==> src/rtl/dynamixel_rc_scheduler_pkg.sv <==
// Shared constants, FSM encoding and the RC-to-position mapping helper for the
// Dynamixel RC scheduler.
package dynamixel_rc_scheduler_pkg;

  localparam logic [15:0] ADDR_TORQUE_ENABLE = 16'd64;
  localparam logic [15:0] ADDR_GOAL_POSITION = 16'd116;
  localparam logic [15:0] LEN_TORQUE         = 16'd1;
  localparam logic [15:0] LEN_POSITION       = 16'd4;
  localparam logic [10:0] FPORT_CH_MID       = 11'd992;

  typedef enum logic [1:0] {
    ST_IDLE       = 2'd0,
    ST_SEND       = 2'd1,
    ST_WAIT_START = 2'd2,
    ST_WAIT_DONE  = 2'd3
  } sched_state_e;

  // Clamp first so the subtraction can never wrap.
  function automatic logic [31:0] map_position(input logic [10:0] raw,
                                               input logic [10:0] ch_min,
                                               input logic [10:0] ch_max,
                                               input int unsigned shift);
    logic [10:0] clamped;
    logic [10:0] offset;
    if (raw < ch_min)      clamped = ch_min;
    else if (raw > ch_max) clamped = ch_max;
    else                   clamped = raw;
    offset = clamped - ch_min;
    return {21'd0, offset} << shift;
  endfunction

endpackage

==> src/rtl/dynamixel_rc_scheduler_rc_channel_mapper.sv <==
// Converts RC channel strobes into per-servo Goal Position shadows
// (clamp, offset, shift) held in a registered array.
module rc_channel_mapper
  import dynamixel_rc_scheduler_pkg::*;
#(
  parameter int NUM_SERVOS = 4,
  parameter int CH_MIN     = 172,
  parameter int CH_MAX     = 1811,
  parameter int POS_SHIFT  = 1
) (
  input  logic                    clock_i,
  input  logic                    reset_ni,
  input  logic                    strobe_i,
  input  logic [3:0]              index_i,
  input  logic [10:0]             value_i,
  output logic [NUM_SERVOS*32-1:0] shadow_o
);

  logic [31:0] position;

  assign position = map_position(value_i, 11'(CH_MIN), 11'(CH_MAX), POS_SHIFT);

  for (genvar gi = 0; gi < NUM_SERVOS; gi++) begin : g_slot
    logic [31:0] slot_q;

    always_ff @(posedge clock_i or negedge reset_ni) begin
      if (!reset_ni) begin
        slot_q <= '0;
      end else if (strobe_i && (index_i == 4'(gi))) begin
        slot_q <= position;
      end
    end

    assign shadow_o[32*gi +: 32] = slot_q;
  end

endmodule

==> src/rtl/dynamixel_rc_scheduler.sv <==
// Schedules Dynamixel sync-writes (torque on change, positions on refresh) from
// RC channel strobes. Optional RC link watchdog: define RC_FAILSAFE_EN.
module dynamixel_rc_scheduler
  import dynamixel_rc_scheduler_pkg::*;
#(
  parameter int clock_frequency = 12000000,
  parameter int NUM_SERVOS      = 4,
  parameter int TORQUE_CHANNEL  = 4,
  parameter int REFRESH_HZ      = 50,
  parameter int CH_MIN          = 172,
  parameter int CH_MAX          = 1811,
  parameter int POS_SHIFT       = 1,
  parameter int START_TIMEOUT   = 15
) (
  input  logic                     clock,
  input  logic                     reset_n,
  input  logic                     channel_changed,
  input  logic [3:0]               channel_index,
  input  logic [10:0]              channel_value,
  input  logic                     writer_busy,
  output logic                     writer_send,
  output logic [15:0]              address,
  output logic [15:0]              data_len,
  output logic [NUM_SERVOS*32-1:0] values,
  output logic                     torque_on,
  output logic                     start_error
`ifdef RC_FAILSAFE_EN
  ,
  output logic                     failsafe
`endif
);

  localparam int REFRESH_PERIOD = clock_frequency / REFRESH_HZ;
  localparam int RW             = $clog2(REFRESH_PERIOD);
  localparam int TW             = $clog2(START_TIMEOUT + 1);

  sched_state_e              state_q;
  logic                      writer_send_q;
  logic [15:0]               address_q;
  logic [15:0]               data_len_q;
  logic [NUM_SERVOS*32-1:0]  values_q;
  logic                      start_error_q;
  logic [RW-1:0]             refresh_cnt_q;
  logic [TW-1:0]             timeout_q;
  logic                      torque_on_q, torque_on_d;
  logic                      torque_desired_q, torque_desired_d;
  logic                      torque_pending_q, torque_pending_d;
  logic                      refresh_pending_q, refresh_pending_d;
  logic [NUM_SERVOS*32-1:0]  shadow;
  logic                      latch_torque, latch_refresh, refresh_wrap, torque_strobe;
  logic                      wd_expire;

  rc_channel_mapper #(
    .NUM_SERVOS(NUM_SERVOS),
    .CH_MIN    (CH_MIN),
    .CH_MAX    (CH_MAX),
    .POS_SHIFT (POS_SHIFT)
  ) u_mapper (
    .clock_i (clock),
    .reset_ni(reset_n),
    .strobe_i(channel_changed),
    .index_i (channel_index),
    .value_i (channel_value),
    .shadow_o(shadow)
  );

`ifdef RC_FAILSAFE_EN
  localparam int WD_LIMIT = clock_frequency / 10;
  localparam int WW       = $clog2(WD_LIMIT + 1);

  logic [WW-1:0] wd_cnt_q;
  logic          failsafe_q;

  assign wd_expire = (wd_cnt_q == WW'(WD_LIMIT - 1)) && !channel_changed;
  assign failsafe  = failsafe_q;

  // Saturates at the limit so the failsafe fires once per link loss.
  always_ff @(posedge clock or negedge reset_n) begin
    if (!reset_n) begin
      wd_cnt_q   <= '0;
      failsafe_q <= 1'b0;
    end else if (channel_changed) begin
      wd_cnt_q   <= '0;
      failsafe_q <= 1'b0;
    end else begin
      if (wd_cnt_q != WW'(WD_LIMIT)) wd_cnt_q <= wd_cnt_q + 1'b1;
      if (wd_expire) failsafe_q <= 1'b1;
    end
  end
`else
  assign wd_expire = 1'b0;
`endif

  assign refresh_wrap  = (refresh_cnt_q == RW'(REFRESH_PERIOD - 1));
  assign torque_strobe = channel_changed && (channel_index == 4'(TORQUE_CHANNEL));
  assign latch_torque  = (state_q == ST_IDLE) && torque_pending_q;
  assign latch_refresh = (state_q == ST_IDLE) && !torque_pending_q && refresh_pending_q;

  // Pending flags compare against the torque state that will hold after this
  // cycle's latch, so a request cancelled before it is issued costs nothing.
  always_comb begin
    torque_on_d       = latch_torque ? torque_desired_q : torque_on_q;
    torque_desired_d  = torque_desired_q;
    torque_pending_d  = torque_pending_q && !latch_torque;
    refresh_pending_d = refresh_pending_q && !latch_refresh;
    if (torque_strobe) begin
      torque_desired_d = (channel_value > FPORT_CH_MID);
      torque_pending_d = (torque_desired_d != torque_on_d);
    end else if (wd_expire) begin
      torque_desired_d = 1'b0;
      torque_pending_d = torque_on_d;
    end
    if (refresh_wrap && torque_on_q) refresh_pending_d = 1'b1;
    if (latch_torque && !torque_desired_q) refresh_pending_d = 1'b0;
  end

  always_ff @(posedge clock or negedge reset_n) begin
    if (!reset_n) begin
      state_q           <= ST_IDLE;
      writer_send_q     <= 1'b0;
      address_q         <= '0;
      data_len_q        <= '0;
      values_q          <= '0;
      start_error_q     <= 1'b0;
      refresh_cnt_q     <= '0;
      timeout_q         <= '0;
      torque_on_q       <= 1'b0;
      torque_desired_q  <= 1'b0;
      torque_pending_q  <= 1'b0;
      refresh_pending_q <= 1'b0;
    end else begin
      writer_send_q     <= 1'b0;
      refresh_cnt_q     <= refresh_wrap ? '0 : refresh_cnt_q + 1'b1;
      torque_on_q       <= torque_on_d;
      torque_desired_q  <= torque_desired_d;
      torque_pending_q  <= torque_pending_d;
      refresh_pending_q <= refresh_pending_d;
      case (state_q)
        ST_IDLE: begin
          if (latch_torque) begin
            address_q     <= ADDR_TORQUE_ENABLE;
            data_len_q    <= LEN_TORQUE;
            values_q      <= {NUM_SERVOS{{31'd0, torque_desired_q}}};
            writer_send_q <= 1'b1;
            state_q       <= ST_SEND;
          end else if (latch_refresh) begin
            address_q     <= ADDR_GOAL_POSITION;
            data_len_q    <= LEN_POSITION;
            values_q      <= shadow;
            writer_send_q <= 1'b1;
            state_q       <= ST_SEND;
          end
        end
        ST_SEND: begin
          timeout_q <= '0;
          state_q   <= ST_WAIT_START;
        end
        ST_WAIT_START: begin
          if (writer_busy) begin
            state_q <= ST_WAIT_DONE;
          end else if (timeout_q == TW'(START_TIMEOUT - 1)) begin
            start_error_q <= 1'b1;
            state_q       <= ST_IDLE;
          end else begin
            timeout_q <= timeout_q + 1'b1;
          end
        end
        ST_WAIT_DONE: begin
          if (!writer_busy) state_q <= ST_IDLE;
        end
        default: state_q <= ST_IDLE;
      endcase
    end
  end

  assign writer_send = writer_send_q;
  assign address     = address_q;
  assign data_len    = data_len_q;
  assign values      = values_q;
  assign torque_on   = torque_on_q;
  assign start_error = start_error_q;

endmodule

==> config.mk <==
export PLATFORM = sky130hd
export DESIGN_NAME = dynamixel_rc_scheduler
export DESIGN_NICKNAME = d
export VERILOG_FILES = /design/src/rtl/dynamixel_rc_scheduler_pkg.sv /design/src/rtl/dynamixel_rc_scheduler_rc_channel_mapper.sv /design/src/rtl/dynamixel_rc_scheduler.sv
export SDC_FILE = /design/constraint.sdc
export NUM_CORES = 1
export LEC_CHECK = 0
export BUFFER_PORTS_ARGS = -buffer_cell sky130_fd_sc_hd__buf_2
export CAP_MARGIN = 20
export CORE_UTILIZATION = 40
export CTS_CLUSTER_DIAMETER = 60
export DETAILED_ROUTE_END_ITERATION = 8
export REMOVE_ABC_BUFFERS = 1
export SLEW_MARGIN = 20
export SYNTH_ARGS = -nofsm -noshare
export SYNTH_HDL_FRONTEND = slang
export SYNTH_HIERARCHICAL = 1
export SYNTH_SLANG_ARGS = --single-unit
==> constraint.sdc <==
create_clock -name clock -period 4.95 [get_ports clock]
set_clock_uncertainty 0.1 [all_clocks]
set_input_delay 0 -clock clock [delete_from_list [all_inputs] [get_ports clock]]
set_output_delay 0 -clock clock [all_outputs]
set_load 0.02 [all_outputs]
; After elaboration in Yosys (flattened, before gate mapping)
; Cells that the tools add are included.
; W data, S select, Z words.
[classes]
add_sub_neg = 3
n_mul = 0
div = 0
n_lt_le_gt_ge = 3
n_eq_ne = 15
shifts = 0
n_mux = 25
bitwise = 1
n_reduce_logical = 24
[ops]
columns = op, n
row1 = $mux W128, 2
row2 = $mux W16, 4
row3 = $mux W11, 2
row4 = $add A18 B1 Y18 const B, 1
row5 = $eq A18 B18 Y1 const B, 1
row6 = $mux W18, 1
row7 = $logic_and A1 B1 Y1, 12
row8 = $gt A11 B10 Y1 const B, 1
row9 = $gt A11 B11 Y1 const B, 1
row10 = $lt A11 B8 Y1 const B, 1
row11 = $sub A11 B8 Y11 const B, 1
row12 = $mux W2, 5
row13 = $reduce_and A3 Y1, 3
row14 = $eq A4 B2 Y1 const B, 2
row15 = $mux W4, 2
row16 = $pmux W2 S4, 1
row17 = $pmux W4 S2, 1
row18 = $mux W1, 7
row19 = $ne A2 B2 Y1 const B, 3
row20 = $ne A3 B3 Y1 const B, 2
row21 = $add A4 B1 Y4 const B, 1
row22 = $eq A2 B2 Y1 const B, 2
row23 = $eq A4 B1 Y1 const B, 1
row24 = $eq A4 B3 Y1 const B, 1
row25 = other kinds (9), 13
[totals]
register_bits = 234
latchBits = 0
ram_bits = 0
rom_bits = 0
input_bits = 19
output_inout_bits = 163
wordCells = 87
memories = 0

; Longest topological paths before layout
[depth]
word_depth = 7
depth_mapped = 11
depth_no_buf = 9

; Hierarchy
; The synthesis kept the hierarchy.
[by_module_without_submodules]
columns = mod, n_inst, cells_per_inst, area_per_inst_um2, seq_area_each_um2
row1 = dynamixel_rc_scheduler, 1, 476, 6317.3, 4028.9
row2 = rc_channel_mapper, 1, 293, 2778.9, 1101.1

; Least setup slack after synthesis
; OpenSTA, ideal clock, no wires.
[synth_path]
kind = input to register
start = input port channel_value[6]
end = register u_mapper.g_slot[0].slot_q[7]
setup_time_ns = 0.110
arrival_time_ns = 1.898
required_time_ns = 4.740
path_slack_ns = 2.841
path_stages = 10
path_buffers = 2
path_cell_list = buf_4 > a211oi_2 > o21ai_1 > a21boi_1 > inv_1 > ha_1 > clkbuf_2 > o21ai_0 > o2111a_1 > o41ai_1
[synth_via]
elab_chain_len = 4
word_cells_on_any_way = 5
classes_between = add/sub: 1 / order compare: 2 / mux: 2
[synth_rtl]
columns = item, line
row1 = "start, declared", dynamixel_rc_scheduler.sv:19  ; input logic [10:0] channel_value,
row2 = $gt A11 B11 Y1, dynamixel_rc_scheduler_pkg.sv:26  ; else if (raw > ch_max) clamped = ch_max;
row3 = $mux W11, dynamixel_rc_scheduler_pkg.sv:26
row4 = $mux W11 *, dynamixel_rc_scheduler_pkg.sv:25  ; if (raw < ch_min) clamped = ch_min;
row5 = $sub A11 B8 Y11 *, dynamixel_rc_scheduler_pkg.sv:28  ; offset = clamped - ch_min;
row6 = "end signal, assigned", dynamixel_rc_scheduler_rc_channel_mapper.sv:30  ; slot_q <= position;
row7 = "end, declared", dynamixel_rc_scheduler_rc_channel_mapper.sv:24  ; logic [31:0] slot_q;
; Mark *: on every way between the ends. The rest lies on a longest branch, timed or not.
; A chain may end at the register's enable or synchronous reset.

; Worst setup path after layout
[layout_path]
start = input port channel_value[6]
end = register u_mapper.g_slot[1].slot_q[7]
[layout_via]
elab_chain_len = 4
word_cells_on_any_way = 5
classes_between = add/sub: 1 / order compare: 2 / mux: 2
[layout_rtl]
columns = item, line
row1 = $gt A11 B11 Y1, dynamixel_rc_scheduler_pkg.sv:26
row2 = $mux W11, dynamixel_rc_scheduler_pkg.sv:26
row3 = $mux W11 *, dynamixel_rc_scheduler_pkg.sv:25
row4 = $sub A11 B8 Y11 *, dynamixel_rc_scheduler_pkg.sv:28
row5 = "end signal, assigned", dynamixel_rc_scheduler_rc_channel_mapper.sv:30
row6 = "end, declared", dynamixel_rc_scheduler_rc_channel_mapper.sv:24
; Marks and branches as above.

==> run metrics <==
Synth Instances=769; Crit path largest cell delay=690 ps; Num CTS Buffers=25; Fmax=323 MHz; clk sinks=205; CP Max Fanout=14; status=finished with violations; Post-synth EDFFs=0; leakage power=5.60 nW; HP Class=input port to flip-flop; Req. time, crit path=5210 ps; clock root buffer=clkbuf_16; total gr overflow=0; Syn. warnings=6; violated checks=DRC, hold timing; Post-CTS Hold Fix Bufs=13; register area share after synthesis=0.564; Worst path slowest cell=o21ai_1; initial core utilization=0.412; fin area=10,600 um2; initial antenna violation count=0; crit-path cells=dlygate4sd3_1, buf_2, o21ai_1, o21ai_1, a21boi_1, inv_1, ha_1, o21ai_0, o2111a_1, o41ai_1; commonest non-fill, non-tap cell in the layout=dfrtp_1; most used cell, CP=o21ai_1; syn_area_per_cell=11.8 um2; Resize count post-CTS=0; final hold violations=1; post-route insts no fill=1,216; Initial DRC Count=315; synthesized flop and latch total=205; DRT Wirelength=19.0 mm; pin count of the biggest net entering global routing=126; clock-pin slew on the worst setup and hold paths=60 ps; worst slew pin tran=932 ps; WHS=-0.472 ps; Main synth FF type=dfrtp_1; die area=23,300 um2; CTS tree=yes; Std-Cell Rows=54; GP Congestion=0.812; Inst Count DP=1,158; Arrival @ worst endpoint=3360 ps; Area growth syn-to-layout=16.8%; Unique masters post-synth=64; Final setup viols=0; Slew Limit Headroom=0.379; DP HPWL=11.9 mm; worst vdd ir=0.205 mV; Skew-Pair Late Insertion Delay=510 ps; Antenna Nets Post-Route=0; Slew Limit Fails=0; ranking of synthesized cells by area=dfrtp_1 (56%), a22o_1 (12%), buf_4 (10%), nand2_1 (2.4%), o21ai_0 (1.8%); fin crit period=3100 ps; critical path capture point type=flip-flop; most frequent cells in the layout=dfrtp_1 (205), buf_2 (154), a22o_1 (124); Synth area leader=dfrtp_1; number of H-tree levels=1; core area=22,100 um2; WL/cell=15.6 um; layout net count=942; crit share post-route=0.626; diode count=0; Synth top area share=0.564; number of global-route vias before repair=5,592; CP top delay family=compound AO/OA/AOI/OAI gates; max-cap violations=0; Post-synth ARST share=1.00; drc violations=14; via density per instance=4.86; buffers plus inverters on the worst setup path=3; Chip Height=153 um; Max Root-Sink Buffers=3; GRT Util Overall=0.165; Cell Area, Placed=9600 um2; mapped cell area=9100 um2; Top Ports=182; layout cells sized above 1=0.245; RSZ-0062 raised after global routing=no; Port-buffer cells=155; first-pass GRT wire length=31.4 mm; post-CTS setup buffer count=0; Die Wd=153 um; CP Class=input port to flip-flop; CP startpoint kind=input port; via count=5,906; DR pass1 iterations=9; Pwr Density=406 nW/um2
[power breakdown]
part	internal, mW	leakage [nW]	switching, mW
Clock	1.22	0.425	0.697
Combinational	0.158	2.41	0.324
Sequential	1.82	2.77	0.0995
[cells in the mapped netlist, drive strengths merged, types with 4 or more instances]
cell	number
dfrtp	205
buf	148
a22o	124
nand2	60
o21ai	37
nor2	27
xor2	15
nand3	14
clkbuf	11
a21oi	10
mux2	10
o31ai	10
inv	9
nand4	7
a211oi	6
nor4	5
o41ai	5
xnor2	5
a211o	4
ha	4
[worst min-delay path, delay by kind of cell]
family                 cells  cell delay [ps]
AOI/OAI and AO/OA          2              460
buffers and inverters      1              100
[path summary, 6_finish.rpt]
check | from | end | slack, ps | depth (start not counted)
min in group asynchronous | reset_n | start_error | 40 | 2
hold / removal | channel_value[0] | u_mapper/g_slot[3].slot_q[1] | -0.5 | 3
setup / recovery | channel_value[6] | u_mapper/g_slot[1].slot_q[7] | 1850 | 10
setup reg to reg | refresh_cnt_q[0] | refresh_cnt_q[17] | 2690 | 6
hold reg to reg | start_error | start_error | 370 | 1
max in group asynchronous | reset_n | values[108] | 3440 | 3
[area by class of cell]
cell class                 count  area (um2)
timing repair buffer         174         993
fill                        2018       11500
tap                          280         350
sequential                   205        5130
inverter                       9        33.8
clock inverter                12         194
clock buffer                  32         672
multi-input combinational    504        3250
[routing by layer]
layer	GRT usage	up-vias	wire, um
met5	0	-	0
met4	0.0443	0	293
met3	0.0304	23	1070
met2	0.240	182	8050
met1	0.250	2857	9540
li1	-	2844	-
[cell families after synthesis]
logic type | after synthesis | share of synthesized area
AND/OR/NAND/NOR | 146 | 0.0854
adder cells (fa/ha/maj) | 4 | 0.00550
other | 2 | 0.000826
buffers and inverters | 168 | 0.125
XOR/XNOR | 20 | 0.0193
flip-flops | 205 | 0.564
AO/OA/AOI/OAI | 212 | 0.186
multiplexers | 12 | 0.0146
[sequential cells by signal, indices dropped and copies added, names as in the netlist]
| signal | flops |
|---|---|
| start_error | 1 |
| writer_send | 1 |
| refresh_pending_q | 1 |
| timeout_q | 4 |
| refresh_cnt_q | 18 |
| data_len | 1 |
| torque_pending_q | 1 |
| torque_desired_q | 1 |
| values | 128 |
| torque_on | 1 |
| address | 2 |
| state_q | 2 |
| u_mapper/g_slot.slot_q | 44 |
[per-stage QoR]
step | power (mW) | util | hold WS [ps] | TNS (ps) | worst slack [ps]
2_1_floorplan | 2.22 | - | -396 | -464690 | -3710
3_3_place_gp | 2.41 | 0.435 | 129 | 0 | 2070
3_5_place_dp | 2.41 | 0.435 | 133 | 0 | 1970
4_1_cts | 4.36 | 0.480 | 2.80 | 0 | 1970
5_1_grt | 4.52 | 0.481 | 47.9 | 0 | 1640
6_report | 4.31 | 0.481 | -0.472 | 0 | 1850
(Power assumes the default switching activity.)
